===== config.mk =====
export PLATFORM = sky130hd
export DESIGN_NAME = scoreboard_scan
export DESIGN_NICKNAME = d
export VERILOG_FILES = /design/src/rtl/scoreboard_scan.sv
export SDC_FILE = /design/constraint.sdc
export NUM_CORES = 1
export LEC_CHECK = 0
export ABC_CLOCK_PERIOD_IN_PS = 5450
export BUFFER_PORTS_ARGS = -buffer_cell sky130_fd_sc_hd__buf_2
export CAP_MARGIN = 20
export CORE_MARGIN = 1
export CORE_UTILIZATION = 40
export DETAILED_ROUTE_END_ITERATION = 8
export GPL_ROUTABILITY_DRIVEN = 0
export PLACE_DENSITY = 0.65
export SLEW_MARGIN = 20
export SYNTH_ARGS = -nofsm -noshare
export SYNTH_HDL_FRONTEND = slang
export SYNTH_SLANG_ARGS = --single-unit
export TNS_END_PERCENT = 1

===== constraint.sdc =====
create_clock -name clk -period 5.45 [get_ports clk]
set_input_delay 0.2725 -clock clk [delete_from_list [all_inputs] [get_ports clk]]
set_output_delay 0.2725 -clock clk [all_outputs]
set_load 0.005 [all_outputs]

===== src/rtl/scoreboard_scan.sv =====
// 4-digit BCD hit counter with time-multiplexed one-hot digit scan for the
// segment muxes, active-low anodes, selected-digit value and leading-zero blank.
//
// code  | meaning
// 0001  | units digit selected (never blanked)
// 0010  | tens digit selected
// 0100  | hundreds digit selected
// 1000  | thousands digit selected
module scoreboard_scan #(
    parameter int REFRESH_DIV = 100000
) (
    input  logic       clk,
    input  logic       rst_n,
    input  logic       hit,
    input  logic       clear,
    output logic [3:0] code,
    output logic [3:0] anode,
    output logic [3:0] digit_val,
    output logic       blank,
    output logic       overflow
);

    localparam int            CW       = $clog2(REFRESH_DIV);
    localparam logic [CW-1:0] CNT_LAST = CW'(REFRESH_DIV - 1);

    logic [15:0]   score_q, score_d;
    logic          ovf_q, ovf_d;
    logic [CW-1:0] cnt_q, cnt_d;
    logic [3:0]    code_q, code_d;

    function automatic logic [15:0] bcd_inc(input logic [15:0] v);
        logic [15:0] r;
        logic        carry;
        r     = v;
        carry = 1'b1;
        for (int i = 0; i < 4; i++) begin
            if (carry) begin
                if (v[4*i +: 4] == 4'd9) begin
                    r[4*i +: 4] = 4'd0;
                end else begin
                    r[4*i +: 4] = v[4*i +: 4] + 4'd1;
                    carry       = 1'b0;
                end
            end
        end
        return r;
    endfunction

    always_ff @(posedge clk) begin
        if (!rst_n) begin
            score_q <= '0;
            ovf_q   <= 1'b0;
            cnt_q   <= '0;
            code_q  <= 4'b0001;
        end else begin
            score_q <= score_d;
            ovf_q   <= ovf_d;
            cnt_q   <= cnt_d;
            code_q  <= code_d;
        end
    end

    // Score saturates at 9999 rather than wrapping; the sticky flag records the lost hit.
    always_comb begin
        score_d = score_q;
        ovf_d   = ovf_q;
        if (clear) begin
            score_d = '0;
            ovf_d   = 1'b0;
        end else if (hit) begin
            if (score_q == 16'h9999) begin
                ovf_d = 1'b1;
            end else begin
                score_d = bcd_inc(score_q);
            end
        end
    end

    always_comb begin
        cnt_d  = cnt_q + CW'(1);
        code_d = code_q;
        if (cnt_q == CNT_LAST) begin
            cnt_d  = '0;
            code_d = {code_q[2:0], code_q[3]};
        end
    end

    // Blank a digit only when it and every more significant digit are zero.
    always_comb begin
        digit_val = 4'd0;
        blank     = 1'b0;
        case (code_q)
            4'b0001: digit_val = score_q[3:0];
            4'b0010: begin
                digit_val = score_q[7:4];
                blank     = (score_q[15:4] == 12'd0);
            end
            4'b0100: begin
                digit_val = score_q[11:8];
                blank     = (score_q[15:8] == 8'd0);
            end
            4'b1000: begin
                digit_val = score_q[15:12];
                blank     = (score_q[15:12] == 4'd0);
            end
            default: begin
                digit_val = 4'd0;
                blank     = 1'b0;
            end
        endcase
    end

    assign code     = code_q;
    assign anode    = ~code_q;
    assign overflow = ovf_q;

endmodule


======== Word-level counts from Yosys, hierarchy flattened ========
Index checks and enable logic that the tools add are counted.
Widths: inputs -> output; s select.
operators by class
  bitwise logic cells ..................... 3
  add/sub/neg operators ................... 5
  reduce and logical (&&, ||, !) cells .... 10
  eq/ne operators ......................... 10
  mux-type cells .......................... 20
operators by type and width
  operator               count
  $eq 4x4->1 const B     5
  $add 17x1->17 const B  1
  $eq 17x17->1 const B   1
  $add 4x1->4 const B    4
  $eq 16x16->1 const B   1
  $mux 4                 4
  $pmux 4 s4             1
  $mux 1                 14
  $logic_not 12->1       1
  $reduce_and 3->1       3
  $logic_not 8->1        1
  $eq 4x1->1 const B     1
  $eq 4x2->1 const B     1
  $eq 4x3->1 const B     1
  $logic_not 4->1        1
  $not 4->4              1
  $reduce_and 2->1       2
  $reduce_or 2->1        2
  $pmux 1 s3             1
  $not 1->1              2
word-level totals
  flip-flop bits (word level) ............. 38
  output and inout bits ................... 14

======== Depth between registers and ports, before layout ========
Gate-level depths: netlist (run 1).
  word-level depth ........................ 14
  gate-level depth with buffers ........... 7
  mapped depth without buffers ............ 5

======== Worst setup path before layout (run 1) ========
No wires, ideal clock.
  path kind ............................... flip-flop to flip-flop
  start ................................... register cnt_q[0]
  end ..................................... register cnt_q[10]
  library setup time ...................... 117 ps
  path slack .............................. 3746 ps
  stages on the path, launching flop included .. 8
  arrival time ............................ 1586 ps
  data required time ...................... 5333 ps
  path through ............................ dfxtp_1 ha_1 and4_1 clkbuf_1 nand4_2 nand2_1 buf_2 nor2_1
between the ends
  cells in the longest elaborated chain, start to end .. 2
ends and longest elaborated chain
  element                                                RTL line  RTL
  from (decl)                                            28        logic [CW-1:0] cnt_q, cnt_d;
  from (signal assigned)                                 58        cnt_q <= cnt_d;
  branches (longest 2 deep; another with $add 17x1->17)  --
Several ways; the timed one is not identified.
A chain may end at the register's enable or synchronous reset.

======== Worst setup path in the final report (run 1) ========
  start ................................... register code_q[1] (netlist: code[1])
  end ..................................... output port blank
between the ends
  cells in the longest elaborated chain, start to end .. 2
ends and longest elaborated chain
  element                             RTL line  RTL
  from (decl)                         29        logic [3:0] code_q, code_d;
  from (signal assigned)              59        code_q <= code_d;
  $eq 4x4->1 (tied with other cells)  92        case (code_q)
  $pmux 1 s3 *                        92
  to (decl)                           19        output logic blank,
Every way passes the cells marked *; elsewhere a longest branch is shown, timed or not.

==> run metrics, run 1 <==
hold slack=0.255 ns; drt pass-1 iters=4; synth unique cells=55; Post-synth EDFFs=0; Crit Path Class=flop to output port; Switching Power=between 0.0001 and 0.00015 W; Fin. Hold Viols=0; async set-reset flop share out of synthesis=0%; initial drt markers=172; P_int=0.000386 W; share of layout cells above drive strength 1=13.2%; RSZ-0062 raised after global routing=false; Primary FF master, synth=dfxtp_1; post-layout net count=254; total power divided by cell area=~220 nW/um2; Yosys warnings=0; final WL=4350 um; routed len/inst=13.7 um; CP arrival=1.80 ns; clock buffer depth=2; Crit. End Element=output port; vias per cell=between 5 and 6; GRT Overall Usage=around 18%; fillers=501; multi-input logic area=about 1200 um2; initial core utilization=41.9%; logic gate share of total power=around 2.8%; synthesis-to-finish area growth=10.6%; DRC violations left=0; Post-CTS Setup Inserts=0; final setup fails=0; leakage=~0.77 nW; DIE AREA=approximately 5300 um2; die width=72.6 um; Antenna Cells=0; Setup crit start kind=flop; die height=72.6 um; #FFs+latches synth=38; first-pass GRT wire length=7450 um; setup_tns=0 ns; Crit path required time=5.18 ns; Worst Hold Class=input pin to flop; Tmin final=~2.1 ns; IO buf count=17; Mapped Cells=234; CTS root buffer=clkbuf_8; H-tree depth=2; max-cap violations=0; largest net degree at the start of global routing=16; Remaining Overflow, GRT=0; CTS Hold Bufs=0; clock-pin slew on the worst setup and hold paths=about 0.070 ns; Slew Viols, Final=0; top-area cell type share of the netlist area=between 30% and 40%; Worst VDD drop=roughly 0.00010 V; Avg Cell Area, Syn=approximately 8.5 um2; I/O pin count=18; row cnt=25; Synth area leaders=dfxtp_1 (38%), nor2_1 (5.1%), xnor2_1 (4.8%), nand2_1 (3.4%), a21oi_1 (3.3%); vias in the first global route=between 1500 and 2000; clock net sink count=38; CORE AREA=approximately 4800 um2; syn_nets=roughly 240; DRT antenna net count=0; Synth area leader=dfxtp_1; switch share=21.6%; Gates resized, CTS repair=0; register area share after synthesis=approximately two fifths; status=complete, no violations; synthesized cell area=about 2000 um2; final worst-path cycle share=38.0%; maximum clock rate=roughly 480 MHz; clock latency on the worst-skew pair=0.29 ns; critical path's largest stage delay=0.42 ns; detailed placement HPWL=3130 um; CTS Buf Count=5; CP max FO=6; Cell Chain, Critical Path=nor2b_1 -> a31oi_1 -> o31ai_1 -> and3_1 -> buf_2; via count=1770; CTS tree=built; Clock power frac=between 30% and 40%; Seq pwr share=57.4%; antenna violations before repair=0; Worst-Margin Slew=0.662 ns; relative slew slack=55.9%; clk_skew=0.00335 ns; Register Area=between 700 and 800 um2; slowest CP cell=dfxtp_1
[cells by family (layout without fill, tap and decap cells)]
logic type,after synthesis,count (layout),synth area share (%)
and+or+nand+nor,113,113,33.0
AOI/OAI and AO/OA,45,45,15.2
DFF,38,38,38.2
xor gates and xnor gates,17,17,7.47
buffers and inverters,17,33,4.02
muxes,3,3,1.51
adders and majority gates,1,1,0.628
[final timing paths]
path	start	end	slack, ns	cells past startpoint
worst min-delay path	hit	score_q[0]	0.26	3
worst min register to register	cnt_q[0]	cnt_q[0]	0.47	1
worst max-delay path	code[1]	blank	3.38	5
worst max register to register	cnt_q[9]	cnt_q[14]	3.55	4
[synth_stat cells, types with 2 or more instances]
cell / number
nor4_1: 4
mux2i_1: 3
nor3_1: 7
xnor2_1: 11
o21ai_0: 8
and2_1: 4
nor4bb_1: 3
nor2b_1: 5
a22o_1: 4
a31oi_1: 2
dfxtp_1: 38
a21oi_1: 13
and4_1: 4
or4_1: 2
and3_1: 5
o211ai_1: 2
nand2_1: 18
inv_1: 7
nand4_1: 9
o31ai_1: 4
nand3b_1: 2
xor2_1: 6
nand3_1: 8
nor2_1: 27
a22oi_1: 3
and4bb_2: 2
clkbuf_1: 3
buf_2: 3
[metal layers]
layer / vias up / track usage [%] / share of wire (%) / wire length, um
met5: - / 0 / 0 / 0
met1: 827 / 25.1 / 52 / 2260
met3: 7 / 4.58 / 5.2 / 225
li1: 888 / - / - / -
met4: 0 / 7.41 / 1.6 / 68
met2: 48 / 26.7 / 41 / 1800
[worst max-delay path, delay by kind of cell (launching register included)]
family,cells,cell delay (ns)
buffers and inverters,1,0.12
and+or+nand+nor,2,0.58
DFF,1,0.42
AOI/OAI and AO/OA,2,0.39
[power by group through the flow]
stage / clock, W / combinational [W] / sequential (W)
after detailed placement: 0 / 0.0000140 / 0.000289
after global routing: 0.000216 / 0.0000157 / 0.000283
after CTS: 0.000204 / 0.0000140 / 0.000282
final: 0.000196 / 0.0000138 / 0.000283
after floorplan: 0 / 0.00000954 / 0.000288
after global placement: 0 / 0.0000142 / 0.000289
[cells in the final DEF, fill, tap and decap left out, drive strengths merged, types with 3 or more instances in the layout]
| master | netlist | layout |
|---|---|---|
| and4 | 5 | 5 |
| o21ai | 8 | 8 |
| mux2i | 3 | 3 |
| o31ai | 4 | 4 |
| a21oi | 13 | 13 |
| nand4 | 10 | 10 |
| a22oi | 3 | 3 |
| nor2b | 5 | 5 |
| dfxtp | 38 | 38 |
| and2 | 4 | 4 |
| and3 | 6 | 6 |
| nor4 | 4 | 4 |
| nor2 | 27 | 27 |
| xnor2 | 11 | 11 |
| a22o | 4 | 4 |
| xor2 | 6 | 6 |
| nand3 | 9 | 9 |
| nand2 | 18 | 18 |
| nor3 | 7 | 7 |
| clkbuf | 4 | 7 |
| buf | 5 | 17 |
| inv | 7 | 7 |
| nor4bb | 3 | 3 |
[sequential cells by signal, summed over array words and instances (netlist names)]
name / cells
cnt_q: 17
score_q: 16
code: 4
overflow: 1
[area by class of cell]
type	count	share of cell area, %
clock buffers	7	3.92
multi-input cells	179	52.3
clock inverters	1	0.227
repair buffers	17	3.86
well taps	67	3.81
flip-flops and latches	38	34.5
inverters	8	1.36
[stage by stage]
stage	cells	total power (W)	utilization, %	worst slack (ns)	cell area, um2
global placement	309	0.000303	44.4	3.65	2110
finish	317	0.000493	46.3	3.38	2200
detailed placement	309	0.000303	44.4	3.54	2110
CTS	317	0.000501	46.3	3.39	2200
global route	317	0.000514	46.3	3.25	2200
floorplan	234	0.000298	-	3.75	1990
Note: power is estimated with default switching activity, not from simulation.
==> run 2, diff against run 1 <==
- ABC_AREA: unset -> 1
- ABC_CLOCK_PERIOD_IN_PS: 5450 -> 1700
- PLACE_DENSITY: 0.65 -> 0.67
- clock period: 5.45 -> 1.7 ns (I/O delays scaled with it)
==> run 2 against run 1 <==
- sequential power grew to 3.2 times the previous value
- area after synthesis is 7.9% higher
- critical path type unchanged
- hold slack worse by 0.18 ns
- largest power group unchanged
- final area is 10% higher
- global-route usage is 0.64 points lower
- utilization is 0.81 points higher
- via count is 10% higher
- flip-flop and latch count stayed put
- routed wire length is 1.7% higher
- critical path depth is 1 higher
- largest cell class unchanged
- final cell count is 26% higher
- non-clock buffer count is 1 higher
==> run metrics, run 2 <==
Register Area=761 um2 (unchanged); critical path's largest stage delay=0.44 ns (+0.02 ns); Cell Chain, Critical Path=inv_1 -> nand3_1 -> inv_1 -> a21oi_1 -> o21ai_0 -> buf_2; vias per cell=4.88 (-13%); fillers=554 (+11%); reg2reg path depth=8 (+4); post-layout net count=334 (+31%); Worst-Margin Slew=0.321 ns (-0.341 ns); met1 usage=20.0% (-5.1 points); clock-pin slew on the worst setup and hold paths=0.07 ns (about the same); maximum clock rate=621 MHz; RSZ-0062 raised after global routing=true; Largest register FFs=17 (unchanged); async set-reset flop share out of synthesis=0% (unchanged); final WL=4430 um (+1.7%); Avg Cell Area, Syn=7.02 um2 (-17%); Synth Area in Compound Gates=10.7% (-4.5 points); multi-input logic area=1230 um2 (+6.7%); drt pass-1 iters=5 (+1); synth unique cells=34 (-38%); clk_skew=0.00867 ns (+0.00532 ns); setup slack, reg-to-reg=0.29 ns (-3.26 ns); largest net degree at the start of global routing=18 (+2); register area share after synthesis=35.4% (-2.8 points); DRC violations left=0 (unchanged); Remaining Overflow, GRT=0 (unchanged); Crit. End Element=output port; CP top delay family=flip-flops; initial core utilization=41.8% (-0.074 points); Primary FF master, synth=dfxtp_1; clock buffer depth=2 (unchanged); clock net sink count=38 (unchanged); relative slew slack=78.6% (+23 points); synthesized cell area=2150 um2 (+7.9%); Post-synth EDFFs=0 (unchanged); CTS Buf Count=5 (unchanged); leakage=1.03 nW (+33%); CTS root buffer=clkbuf_8; initial drt markers=135 (-22%); hold path endpoint=code[0]; first-pass GRT wire length=7420 um (-0.38%); Antenna Cells=0 (unchanged); DIE AREA=5670 um2 (+7.7%); final worst-path cycle share=94.7%; Post-Synth Adder-Cell Area=0.582% (-0.046 points); Post-CTS Setup Inserts=0 (unchanged); Bufs and invs on worst path=3 (+2); Tmin final=approximately 1.6 ns; DRT antenna net count=0 (unchanged); CP arrival=1.52 ns (-0.28 ns); clock latency on the worst-skew pair=0.29 ns (about the same); #FFs+latches synth=38 (unchanged); synthesis-to-finish area growth=12.7%; IO buf count=17 (unchanged); Reg-to-Reg End=cnt_q[16]; top-area cell type share of the netlist area=35.4% (-2.8 points); dominant cell by count in the synthesized netlist=nor2_1; largest register by flop count=cnt_q; Synth area leader=dfxtp_1; Slew Viols, Final=0 (unchanged); H-tree depth=2 (unchanged); synth cell count leaders=nor2_1 (55), nand2_1 (53), dfxtp_1 (38); GRT Overall Usage=17.5% (-0.64 points); Setup crit start kind=flop; max-cap violations=0 (unchanged); CP max FO=6 (unchanged); Crit path required time=1.62 ns (-3.56 ns); CORE AREA=5140 um2 (+8.1%); slowest CP cell=dfxtp_1; die height=75.3 um (+3.8%); mux cell area share after synthesis=0% (-1.5 points); M2 GR Usage=30.2% (+3.5 points); Synth area leaders=dfxtp_1 (35%), nor2_1 (9.6%), nand2_1 (9.3%), inv_1 (5.6%), nand3_1 (4.2%); Post-Synth Simple-Gate Area=41.2% (+8.2 points); vias in the first global route=1723 (+7.0%); Crit Path Class=flop to output port; die width=75.3 um (+3.8%); main combinational cell family by area after synthesis=simple AND/OR/NAND/NOR gates; Worst VDD drop=0.000463 V (+360%); hold path depth=2 (-1); I/O pin count=18 (unchanged); CTS tree=built; antenna violations before repair=0 (unchanged); status=complete, no violations; Yosys warnings=0 (unchanged); most frequent CP cell=inv_1; final setup fails=0 (unchanged); row cnt=26 (+4.0%); via count=1951 (+10%); commonest non-fill, non-tap cell in the layout=nor2_1; Synth Area in XOR/XNOR=4.07% (-3.4 points); detailed placement HPWL=3300 um (+5.6%); gr busiest metal=met2; share of layout cells above drive strength 1=20.3% (+7.1 points); Fin. Hold Viols=0 (unchanged); worst reg2reg startpoint=cnt_q[0]; global routing met3 resource utilization=5.95% (+1.4 points); Mapped Cells=306 (+31%); routed len/inst=11.1 um (-19%); total power=0.00161 W (+230%); most frequent cells in the layout=nor2_1 (54), nand2_1 (53), dfxtp_1 (38), inv_1 (32); Worst Hold Class=input pin to flop; hold_sp=rst_n; Final Util=47.1% (+0.81 points); total power divided by cell area=665 nW/um2 (+200%); syn_nets=311 (+30%)
-- run 2: per-layer routing --
layer  routed length (um)  vias up
met5                    0        -
met4                   88        0
met3                  112        9
met2                 2130       24
met1                 2090      886
li1                     -     1032
-- run 2: how the worst max path moves through the flow --
stage | from | end | slack (ns) | cells after the start
final | code[0] | digit_val[3] | 0.09 | 6
after global routing | code[2] | digit_val[0] | -0.02 | 6
after CTS | code[0] | digit_val[2] | 0.04 | 6
after detailed placement | cnt_q[0] | cnt_q[16] | 0.29 | 8
after global placement | cnt_q[0] | cnt_q[16] | 0.32 | 8
after floorplan | cnt_q[0] | cnt_q[7] | 0.32 | 7
-- run 2: final cells by class --
class | count | share of cell area [%]
multi-input cells | 223 | 50.7
clock inverters | 1 | 0.207
inverters | 43 | 6.66
clock buffers | 7 | 3.56
repair buffers | 18 | 3.82
flip-flops and latches | 38 | 31.4
well taps | 70 | 3.62
-- run 2: where the power goes --
part           leakage (nW)  switching (W)  total [W]  internal [W]
Clock                0.0482       0.000323   0.000650      0.000327
Sequential            0.307     0.00000597   0.000903      0.000897
Combinational         0.672      0.0000396  0.0000588     0.0000192
Total                  1.03       0.000369    0.00161       0.00124
-- run 2: cell families after synthesis --
family | count (synthesis)
flip-flops | 38
adder cells (fa/ha/maj) | 1
XOR/XNOR | 10
AND/OR/NAND/NOR | 170
AO/OA/AOI/OAI | 42
buffers and inverters | 45
-- run 2: timing repair --
| item | 4_1_cts | 5_1_grt |
|---|---|---|
| hold buffers | 0 | 0 |
| endpoints found under the setup margin | 0 | 4 |
| gates resized for setup | 0 | 3 |
-- run 2: stage by stage --
stage	area (um2)	setup slack, ns	setup TNS (ns)	instances	hold slack (ns)
floorplan	2150	0.317	0	306	0.184
global placement	2320	0.317	0	392	0.372
detailed placement	2320	0.285	0	392	0.368
CTS	2410	0.0362	0	400	0.0620
global route	2420	-0.0185	-0.0196	400	0.0693
finish	2420	0.0902	0	400	0.0726
